`src/rtl/blu_pkg.sv`:
```
// Shared definitions for the bitwise logic unit: operation encoding and
// default parameter values used by bitwise_logic_unit and blu_op_core.
package blu_pkg;

    // Operation select; b is ignored by OP_NOTA and OP_PASSA.
    typedef enum logic [2:0] {
        OP_AND   = 3'd0,
        OP_OR    = 3'd1,
        OP_XOR   = 3'd2,
        OP_XNOR  = 3'd3,
        OP_NAND  = 3'd4,
        OP_NOR   = 3'd5,
        OP_NOTA  = 3'd6,
        OP_PASSA = 3'd7
    } op_e;

    localparam int BLU_WIDTH_DEF = 8;
    localparam int BLU_CNT_W_DEF = 16;

endpackage

```
`src/rtl/blu_op_core.sv`:
```
// Purely combinational operation core: maps op, a and b to the result,
// one bit lane at a time, for any WIDTH.
module blu_op_core
    import blu_pkg::*;
#(
    parameter int WIDTH = BLU_WIDTH_DEF
) (
    input  logic [2:0]       op,
    input  logic [WIDTH-1:0] a,
    input  logic [WIDTH-1:0] b,
    output logic [WIDTH-1:0] y
);

    // Select the bitwise function; the default arm only exists so an
    // unknown select still produces a defined value.
    always_comb begin
        y = '0;
        case (op_e'(op))
            OP_AND:   y = a & b;
            OP_OR:    y = a | b;
            OP_XOR:   y = a ^ b;
            OP_XNOR:  y = ~(a ^ b);
            OP_NAND:  y = ~(a & b);
            OP_NOR:   y = ~(a | b);
            OP_NOTA:  y = ~a;
            OP_PASSA: y = a;
            default:  y = '0;
        endcase
    end

endmodule

```
`src/rtl/bitwise_logic_unit.sv`:
```
// Registered bitwise logic unit with a valid/ready handshake on both sides,
// one-cycle latency, full throughput and a wrapping count of consumed results.
// Optional equality flag output eq is built when BLU_EQ_FLAG_EN is defined.
module bitwise_logic_unit
    import blu_pkg::*;
#(
    parameter int WIDTH = BLU_WIDTH_DEF,
    parameter int CNT_W = BLU_CNT_W_DEF
) (
    input  logic             clk,
    input  logic             rst,
    input  logic             in_valid,
    output logic             in_ready,
    input  logic [2:0]       op,
    input  logic [WIDTH-1:0] a,
    input  logic [WIDTH-1:0] b,
    output logic             out_valid,
    input  logic             out_ready,
    output logic [WIDTH-1:0] y,
`ifdef BLU_EQ_FLAG_EN
    output logic             eq,
`endif
    output logic [CNT_W-1:0] xact_cnt
);

    logic             out_valid_q, out_valid_d;
    logic [WIDTH-1:0] y_q, y_d;
    logic [CNT_W-1:0] cnt_q, cnt_d;
    logic [WIDTH-1:0] core_y;
    logic             accept;
    logic             consume;
`ifdef BLU_EQ_FLAG_EN
    logic             eq_q, eq_d;
`endif

    blu_op_core #(
        .WIDTH (WIDTH)
    ) u_op_core (
        .op (op),
        .a  (a),
        .b  (b),
        .y  (core_y)
    );

    // Handshake qualifiers; in_ready depends only on the output stage so
    // there is no path from in_valid back to in_ready.
    always_comb begin
        in_ready = !out_valid_q || out_ready;
        accept   = in_valid && in_ready;
        consume  = out_valid_q && out_ready;
    end

    // Next state: load on accept (also covers consume+accept with no bubble),
    // drop valid on a bare consume, otherwise hold everything.
    always_comb begin
        out_valid_d = out_valid_q;
        y_d         = y_q;
        cnt_d       = cnt_q;
`ifdef BLU_EQ_FLAG_EN
        eq_d        = eq_q;
`endif
        if (accept) begin
            out_valid_d = 1'b1;
            y_d         = core_y;
`ifdef BLU_EQ_FLAG_EN
            eq_d        = (a == b);
`endif
        end else if (consume) begin
            out_valid_d = 1'b0;
        end
        if (consume) begin
            cnt_d = cnt_q + CNT_W'(1);
        end
    end

    // State registers; reset overrides any same-cycle accept or consume,
    // so a pending result is dropped without being counted.
    always_ff @(posedge clk) begin
        if (rst) begin
            out_valid_q <= 1'b0;
            y_q         <= '0;
            cnt_q       <= '0;
`ifdef BLU_EQ_FLAG_EN
            eq_q        <= 1'b0;
`endif
        end else begin
            out_valid_q <= out_valid_d;
            y_q         <= y_d;
            cnt_q       <= cnt_d;
`ifdef BLU_EQ_FLAG_EN
            eq_q        <= eq_d;
`endif
        end
    end

    // Output mapping.
    always_comb begin
        out_valid = out_valid_q;
        y         = y_q;
        xact_cnt  = cnt_q;
`ifdef BLU_EQ_FLAG_EN
        eq        = eq_q;
`endif
    end

endmodule

```
`config.mk`:
```
export PLATFORM = sky130hd
export DESIGN_NAME = bitwise_logic_unit
export DESIGN_NICKNAME = d
export VERILOG_FILES = /design/src/rtl/blu_pkg.sv /design/src/rtl/blu_op_core.sv /design/src/rtl/bitwise_logic_unit.sv
export SDC_FILE = /design/constraint.sdc
export NUM_CORES = 1
export LEC_CHECK = 0
export BUFFER_PORTS_ARGS = -buffer_cell sky130_fd_sc_hd__buf_2
export CAP_MARGIN = 20
export CORE_MARGIN = 1.5
export CORE_UTILIZATION = 56
export DETAILED_ROUTE_END_ITERATION = 8
export GPL_TIMING_DRIVEN = 1
export PLACE_DENSITY_LB_ADDON = 0.2
export SYNTH_ARGS = -nofsm -noshare
export SYNTH_HDL_FRONTEND = slang
export SYNTH_SLANG_ARGS = --single-unit
```
`constraint.sdc`:
```
create_clock -name clk -period 2.4 [get_ports clk]
set_clock_uncertainty 0.05 [all_clocks]
set_input_delay 0.36 -clock clk [delete_from_list [all_inputs] [get_ports clk]]
set_output_delay 0.36 -clock clk [all_outputs]
set_load 0.01 [all_outputs]
```
==> qor.csv, run 1 <==
metric,value,unit
status,"complete, no violations",
final critical-path required period,1.68,ns
number of vias after detailed routing,1583,
worst endpoint required time,1.99,ns
Slowest cell on crit path,sky130_fd_sc_hd__dfxtp_1,
switching power as a share of total power,28.5,%
dominant cell by count in the synthesized netlist,sky130_fd_sc_hd__dfxtp_1,
DR vias/cell,5.29,
startpoint of the worst hold path,in_valid,
post-synthesis area per instance,8.38,um2
distinct cell type count after synthesis,42,
setup repair after global routing missed its margin,no,
critical path's top delay family,flip-flops,
"wirelength, routed",3280,um
total net switching power,227,uW
area overhead of the layout relative to synthesis,15.3,%
worst setup path startpoint,out_valid,
combinational share of power,21.1,%
clock tree from TritonCTS,yes,
MaxCap Viol Count,0,
cell count after synthesis,212,
Sequential Power Share,55.3,%
share of final-layout standard cells stronger than drive strength 1,25.5,%
sequential element share of the synthesized area,28.2,%
critical path launch point type,flip-flop,
leading cell types by total area after synthesis,"sky130_fd_sc_hd__dfxtp_1 (28%), sky130_fd_sc_hd__ha_1 (12%), sky130_fd_sc_hd__xor2_1 (5.9%)",
standard cell core area,3030,um2
DPL Wire Length,2510,um
Worst setup EP type,output pin,
GRT Total Usage,20.6,%
First-pass DRT Iterations,4,
routed length per instance,11.0,um
worst slack at placement,0.526,ns
peak fanout along the critical path,8,
hold violation total from the final report,0,
antenna diode instance count,0,
normalized max-slew margin,65.2,%
detailed router's first-iteration violation count,69,
clock transition at the registers of the reported paths,0.13,ns
die span in x,59.3,um
Final GP Congestion,0.764,
total number of clock tree sinks,25,
final count of negative-setup-slack endpoints,0,
initial antenna violation count,0,
cell types with the highest counts after synthesis,"sky130_fd_sc_hd__dfxtp_1 (25), sky130_fd_sc_hd__nor2_1 (21), sky130_fd_sc_hd__inv_1 (20), sky130_fd_sc_hd__nand2_1 (20), sky130_fd_sc_hd__ha_1 (17)",
Boundary Pins,49,
highest clock frequency the design can meet,596,MHz
IO buf count,48,
largest voltage drop on the vdd net,0.160,mV
aggregate negative setup slack,0,ns
share of flip-flops with an asynchronous set or reset,0,%
Final ANT Viol Nets,0,
largest net degree at the start of global routing,27,
Critical Path Max Stage Delay,0.47,ns
Clock Path Buffers,2,
CTS Root Buffer Type,sky130_fd_sc_hd__clkbuf_4,
overflow left after global routing,0,
H-tree lvl count,1,
share of the clock period used by the worst path after layout,69.9,%
part of the total power dissipated in the clock network,23.5,%
static leakage,0.993,nW
cells resized by post-CTS repair,0,
Yosys top cell area share,28.2,%
Crit path arrival time,1.27,ns
type of the setup path with the least slack,reg2out,
post-CTS setup-driven buffer insertion count,0,
most used flip-flop cell after synthesis,sky130_fd_sc_hd__dfxtp_1,
post-synth net total,252,
Num CTS Buffers,3,
number of max-slew violations in the final report,0,
nets@finish,296,
Die Y-Extent,59.3,um
library cell with the largest summed area after synthesis,sky130_fd_sc_hd__dfxtp_1,
HP Class,in2reg,
register bit total from synthesis,25,
"EDFF count, synth",0,
Residual DRC,0,
CP Cell Sequence,or2b_4 -> buf_2,
Site Rows,20,
clk_lat worst skew,0.31,ns
internal power contribution,569,uW
reg2reg start,xact_cnt[0],
first-pass GRT wire length,5660,um
vias in the first global route,1340,
CTS Hold Bufs,0,
Power Total,795,uW
Initial Util,58.7,%
Post-Synthesis Cell Area,1780,um2
combined buffer and inverter count along the critical path,1,
post-route worst setup slack,0.722,ns
die area,3520,um2
power per cell area,388,nW/um2
Slew @ Worst Pin,0.520,ns
total of warnings raised by yosys,0,
-- power groups by stage --
stage | logic (mW) | registers [mW] | clock network (mW)
final | 0.168 | 0.440 | 0.187
after floorplan | 0.108 | 0.455 | 0
after global placement | 0.166 | 0.450 | 0
after CTS | 0.171 | 0.440 | 0.195
after detailed placement | 0.170 | 0.449 | 0
after global routing | 0.193 | 0.442 | 0.212
-- cell usage in the layout, fill, tap and decap left out, types with 2 or more instances in the layout --
cell type	instances
sky130_fd_sc_hd__a211oi_1	6
sky130_fd_sc_hd__a21o_1	6
sky130_fd_sc_hd__a21oi_1	7
sky130_fd_sc_hd__a31o_2	2
sky130_fd_sc_hd__a32o_1	7
sky130_fd_sc_hd__buf_2	48
sky130_fd_sc_hd__clkbuf_4	3
sky130_fd_sc_hd__dfxtp_1	25
sky130_fd_sc_hd__ha_1	17
sky130_fd_sc_hd__inv_1	20
sky130_fd_sc_hd__nand2_1	20
sky130_fd_sc_hd__nand3_1	5
sky130_fd_sc_hd__nand4_1	4
sky130_fd_sc_hd__nand4_4	2
sky130_fd_sc_hd__nor2_1	21
sky130_fd_sc_hd__nor2b_1	2
sky130_fd_sc_hd__nor3_1	4
sky130_fd_sc_hd__nor4_1	2
sky130_fd_sc_hd__nor4_2	2
sky130_fd_sc_hd__o21ai_0	13
sky130_fd_sc_hd__or3_1	2
sky130_fd_sc_hd__xnor2_1	9
sky130_fd_sc_hd__xor2_1	12
-- sequential cells by signal, indices dropped and copies added (netlist names) --
register   flops
xact_cnt      16
y              8
out_valid      1
-- through the flow --
step / instances / util [%] / instance area, um2 / hold WS, ns
finish: 299 / 67.6 / 2050 / 0.243
global route: 299 / 67.6 / 2050 / 0.251
CTS: 299 / 67.6 / 2050 / 0.228
detailed placement: 295 / 66.8 / 2020 / 0.391
global placement: 295 / 66.8 / 2020 / 0.394
floorplan: 212 / - / 1780 / 0.432
-- cell families after synthesis --
| group | count (synthesis) | share of synthesized area [%] |
|---|---|---|
| xor gates and xnor gates | 21 | 10.4 |
| and+or+nand+nor | 74 | 24.4 |
| muxes | 1 | 0.563 |
| DFF | 25 | 28.2 |
| adders and majority gates | 17 | 12.0 |
| buffers and inverters | 29 | 7.04 |
| AOI/OAI and AO/OA | 45 | 17.5 |
-- worst reg2reg max path, delay by kind of cell (launching register included) --
family | cells | cell delay [ns]
XOR/XNOR | 1 | 0.16
flip-flops | 1 | 0.44
adder cells (fa/ha/maj) | 1 | 0.22
AND/OR/NAND/NOR | 3 | 0.61
-- per-layer routing --
metal  vias up  wire length (um)  track usage (%)  part of all wire (%)
met4         0                37             6.82                   1.1
li1        821                 -                -                     -
met5         -                 0                0                     0
met2        45              1580             36.4                    48
met1       713              1520             25.5                    46
met3         4               143             2.62                   4.4
-- final timing paths --
kind	endpoint	cells past startpoint	slack, ns
worst min register to register	y[1]	2	0.42
worst max-delay path	in_ready	2	0.72
worst min-delay path	out_valid	3	0.24
worst max register to register	xact_cnt[14]	5	0.82
-- cell type report --
type / instances / area [um2]
Inverter: 20 / 75.1
Timing Repair Buffer: 48 / 240
Multi-Input combinational cell: 158 / 1150
Clock buffer: 4 / 26.3
Tap cell: 44 / 55.1
Fill cell: 274 / 980
Sequential cell: 25 / 500
No activity file was read; power rests on OpenSTA's default activity.
==> run 2: changes to the inputs <==
--- a/config.mk
+++ b/config.mk
@@ -8,7 +8,7 @@
 export BUFFER_PORTS_ARGS = -buffer_cell sky130_fd_sc_hd__buf_2
 export CAP_MARGIN = 20
 export CORE_MARGIN = 1.5
-export CORE_UTILIZATION = 56
+export CORE_UTILIZATION = 47
 export DETAILED_ROUTE_END_ITERATION = 8
 export GPL_TIMING_DRIVEN = 1
 export PLACE_DENSITY_LB_ADDON = 0.2
==> constraint.sdc (replaced) <==
create_clock -name clk -period 1.5 [get_ports clk]
set_clock_uncertainty 0.05 [all_clocks]
set_input_delay 0.225 -clock clk [delete_from_list [all_inputs] [get_ports clk]]
set_output_delay 0.225 -clock clk [all_outputs]
set_load 0.01 [all_outputs]
==> run 2 against run 1 <==
  * Wire length up 15%
  * Cell count increased by 8.0%
  * Clock power increased by 110%
  * Design area up 10%
  * First-iteration DRC count up 13%
  * Critical path depth increased by 2
  * Flip-flop and latch count unchanged
  * Sequential share of layout area decreased by 2.0 points
  * Sequential power grew 60%
  * Clock-buffer cell count is the same
  * Total power is 77% higher
  * Hold slack worse by 0.089 ns
  * Highest routed layer unchanged
==> qor.csv, run 2 (same netlist as run 1, synthesis figures left out) <==
metric,value,unit,change
share of the clock period used by the worst path after layout,94.5,%,
die area,4160,um2,+18%
flip-flop count of the largest register after layout,16,,unchanged
share of final-layout standard cells stronger than drive strength 1,33.1,%,+7.6 points
clock tree from TritonCTS,yes,,
Residual DRC,0,,unchanged
critical path's top delay family,simple AND/OR/NAND/NOR gates,,
vias in the first global route,1489,,+11%
Final Cell Area,2260,um2,+10%
Clock Path Buffers,2,,unchanged
"leading cell type in the layout, fill and taps excluded",sky130_fd_sc_hd__buf_2,,
DPL Wire Length,2930,um,+17%
routed length per instance,11.7,um,+6.4%
largest net degree at the start of global routing,20,,-26%
combined buffer and inverter count along the critical path,0,,-1
standard cell core area,3630,um2,+20%
initial antenna violation count,0,,unchanged
static leakage,1.12,nW,+13%
first-pass GRT wire length,6430,um,+14%
highest clock frequency the design can meet,705,MHz,
type of the setup path with the least slack,reg2reg,,
critical path launch point type,flip-flop,,
DR vias/cell,5.08,,-4.0%
Die Y-Extent,64.5,um,+8.7%
Boundary Pins,49,,unchanged
overflow left after global routing,0,,unchanged
Final GP Congestion,0.789,,+3.2%
hold violation total from the final report,0,,unchanged
Initial Util,48.9,%,-9.8 points
GRT Total Usage,19.1,%,-1.5 points
clk_lat worst skew,0.27,ns,-0.04 ns
final count of negative-setup-slack endpoints,0,,unchanged
CP Cell Sequence,nand4_4 -> nor4_4 -> a21oi_1 -> a31o_2,,
First-pass DRT Iterations,4,,unchanged
Num CTS Buffers,3,,unchanged
Slew @ Worst Pin,0.299,ns,-0.222 ns
Site Rows,22,,+10%
Fill cells,348,,+27%
Crit path arrival time,1.53,ns,+0.26 ns
Slowest cell on crit path,sky130_fd_sc_hd__dfxtp_1,,
status,"complete, no violations",,
Final ANT Viol Nets,0,,unchanged
setup repair after global routing missed its margin,yes,,
IO buf count,48,,unchanged
H-tree lvl count,1,,unchanged
number of max-slew violations in the final report,0,,unchanged
Worst setup EP type,flip-flop,,
final critical-path required period,1.42,ns,
clock transition at the registers of the reported paths,0.09,ns,-0.04 ns
final cell count without fillers,323,,+8.0%
Placed Instance Area,2180,um2,+7.7%
power per cell area,621,nW/um2,+60%
detailed router's first-iteration violation count,78,,+13%
number of vias after detailed routing,1641,,+3.7%
total number of clock tree sinks,25,,unchanged
"wirelength, routed",3770,um,+15%
hold slack final,0.155,ns,-0.0886 ns
number of placed cells counting well taps,319,,+8.1%
worst slack at placement,-0.00243,ns,-0.528 ns
die span in x,64.5,um,+8.7%
"leading cell types in the layout, fill and taps excluded","sky130_fd_sc_hd__buf_2 (48), sky130_fd_sc_hd__dfxtp_1 (22), sky130_fd_sc_hd__nor2_1 (21)",,
Critical Path Max Stage Delay,0.42,ns,-0.05 ns
HP Class,in2reg,,
nets@finish,316,,+6.8%
peak fanout along the critical path,8,,unchanged
worst endpoint required time,1.62,ns,-0.37 ns
MaxCap Viol Count,0,,unchanged
largest voltage drop on the vdd net,0.481,mV,+200%
area overhead of the layout relative to synthesis,27.3,%,
CTS Root Buffer Type,sky130_fd_sc_hd__clkbuf_8,,
aggregate negative setup slack,0,ns,unchanged
normalized max-slew margin,79.9,%,+15 points
antenna diode instance count,0,,unchanged
CTS Hold Bufs,0,,unchanged
post-route worst setup slack,0.0820,ns,-0.640 ns
==> run 2: changes by cell type in the layout (fill, tap and decap cells not counted), sizes merged <==
cell  change
buf      +20
==> run 2: final cells by class <==
class / count / area (um2) / area share, %
multi-input cells: 158 / 1180 / 52.4
clock buffers: 4 / 45.0 / 1.99
inverters: 20 / 75.1 / 3.32
well taps: 48 / 60.1 / 2.65
flip-flops and latches: 25 / 507 / 22.4
repair buffers: 68 / 390 / 17.3
==> run 2: path summary, 6_finish.rpt <==
kind,from,endpoint,slack [ns],cells past startpoint
setup / recovery,xact_cnt[6],xact_cnt[9],0.08,4
hold / removal,in_valid,out_valid,0.15,3
setup reg to reg,xact_cnt[6],xact_cnt[9],0.08,4
hold reg to reg,y[1],y[1],0.40,2
==> run 2: metal layers <==
metal | wire length (um) | global-route usage, %
met1 | 1850 | 25.4
met2 | 1720 | 31.9
met3 | 143 | 4.34
met4 | 53 | 3.99
met5 | 0 | 0
==> run 2: report_power, final <==
group / leakage, nW / switching (mW) / internal (mW)
clock: 0.0228 / 0.212 / 0.190
sequential: 0.205 / 0.0158 / 0.687
combinational: 0.891 / 0.160 / 0.140
==> run 2: what timing repair did <==
item,CTS,global route
pin swaps,0,6
endpoints found under the setup margin,2,5
resized for setup,1,8
setup buffers,0,0
==> run 2: worst register-to-register path, cell delays in order (launching register included) <==
cell	delay (ns)
sky130_fd_sc_hd__dfxtp_1	0.42
sky130_fd_sc_hd__nand4_4	0.23
sky130_fd_sc_hd__nor4_4	0.30
sky130_fd_sc_hd__a21oi_1	0.10
sky130_fd_sc_hd__a31o_2	0.21
==> run 2: stage by stage <==
step | power (mW) | utilization, %
6_report | 1.40 | 62.3
5_1_grt | 1.49 | 62.3
4_1_cts | 1.42 | 61.2
3_5_place_dp | 1.02 | 59.9
3_3_place_gp | 1.01 | 59.9
2_1_floorplan | 0.901 | -
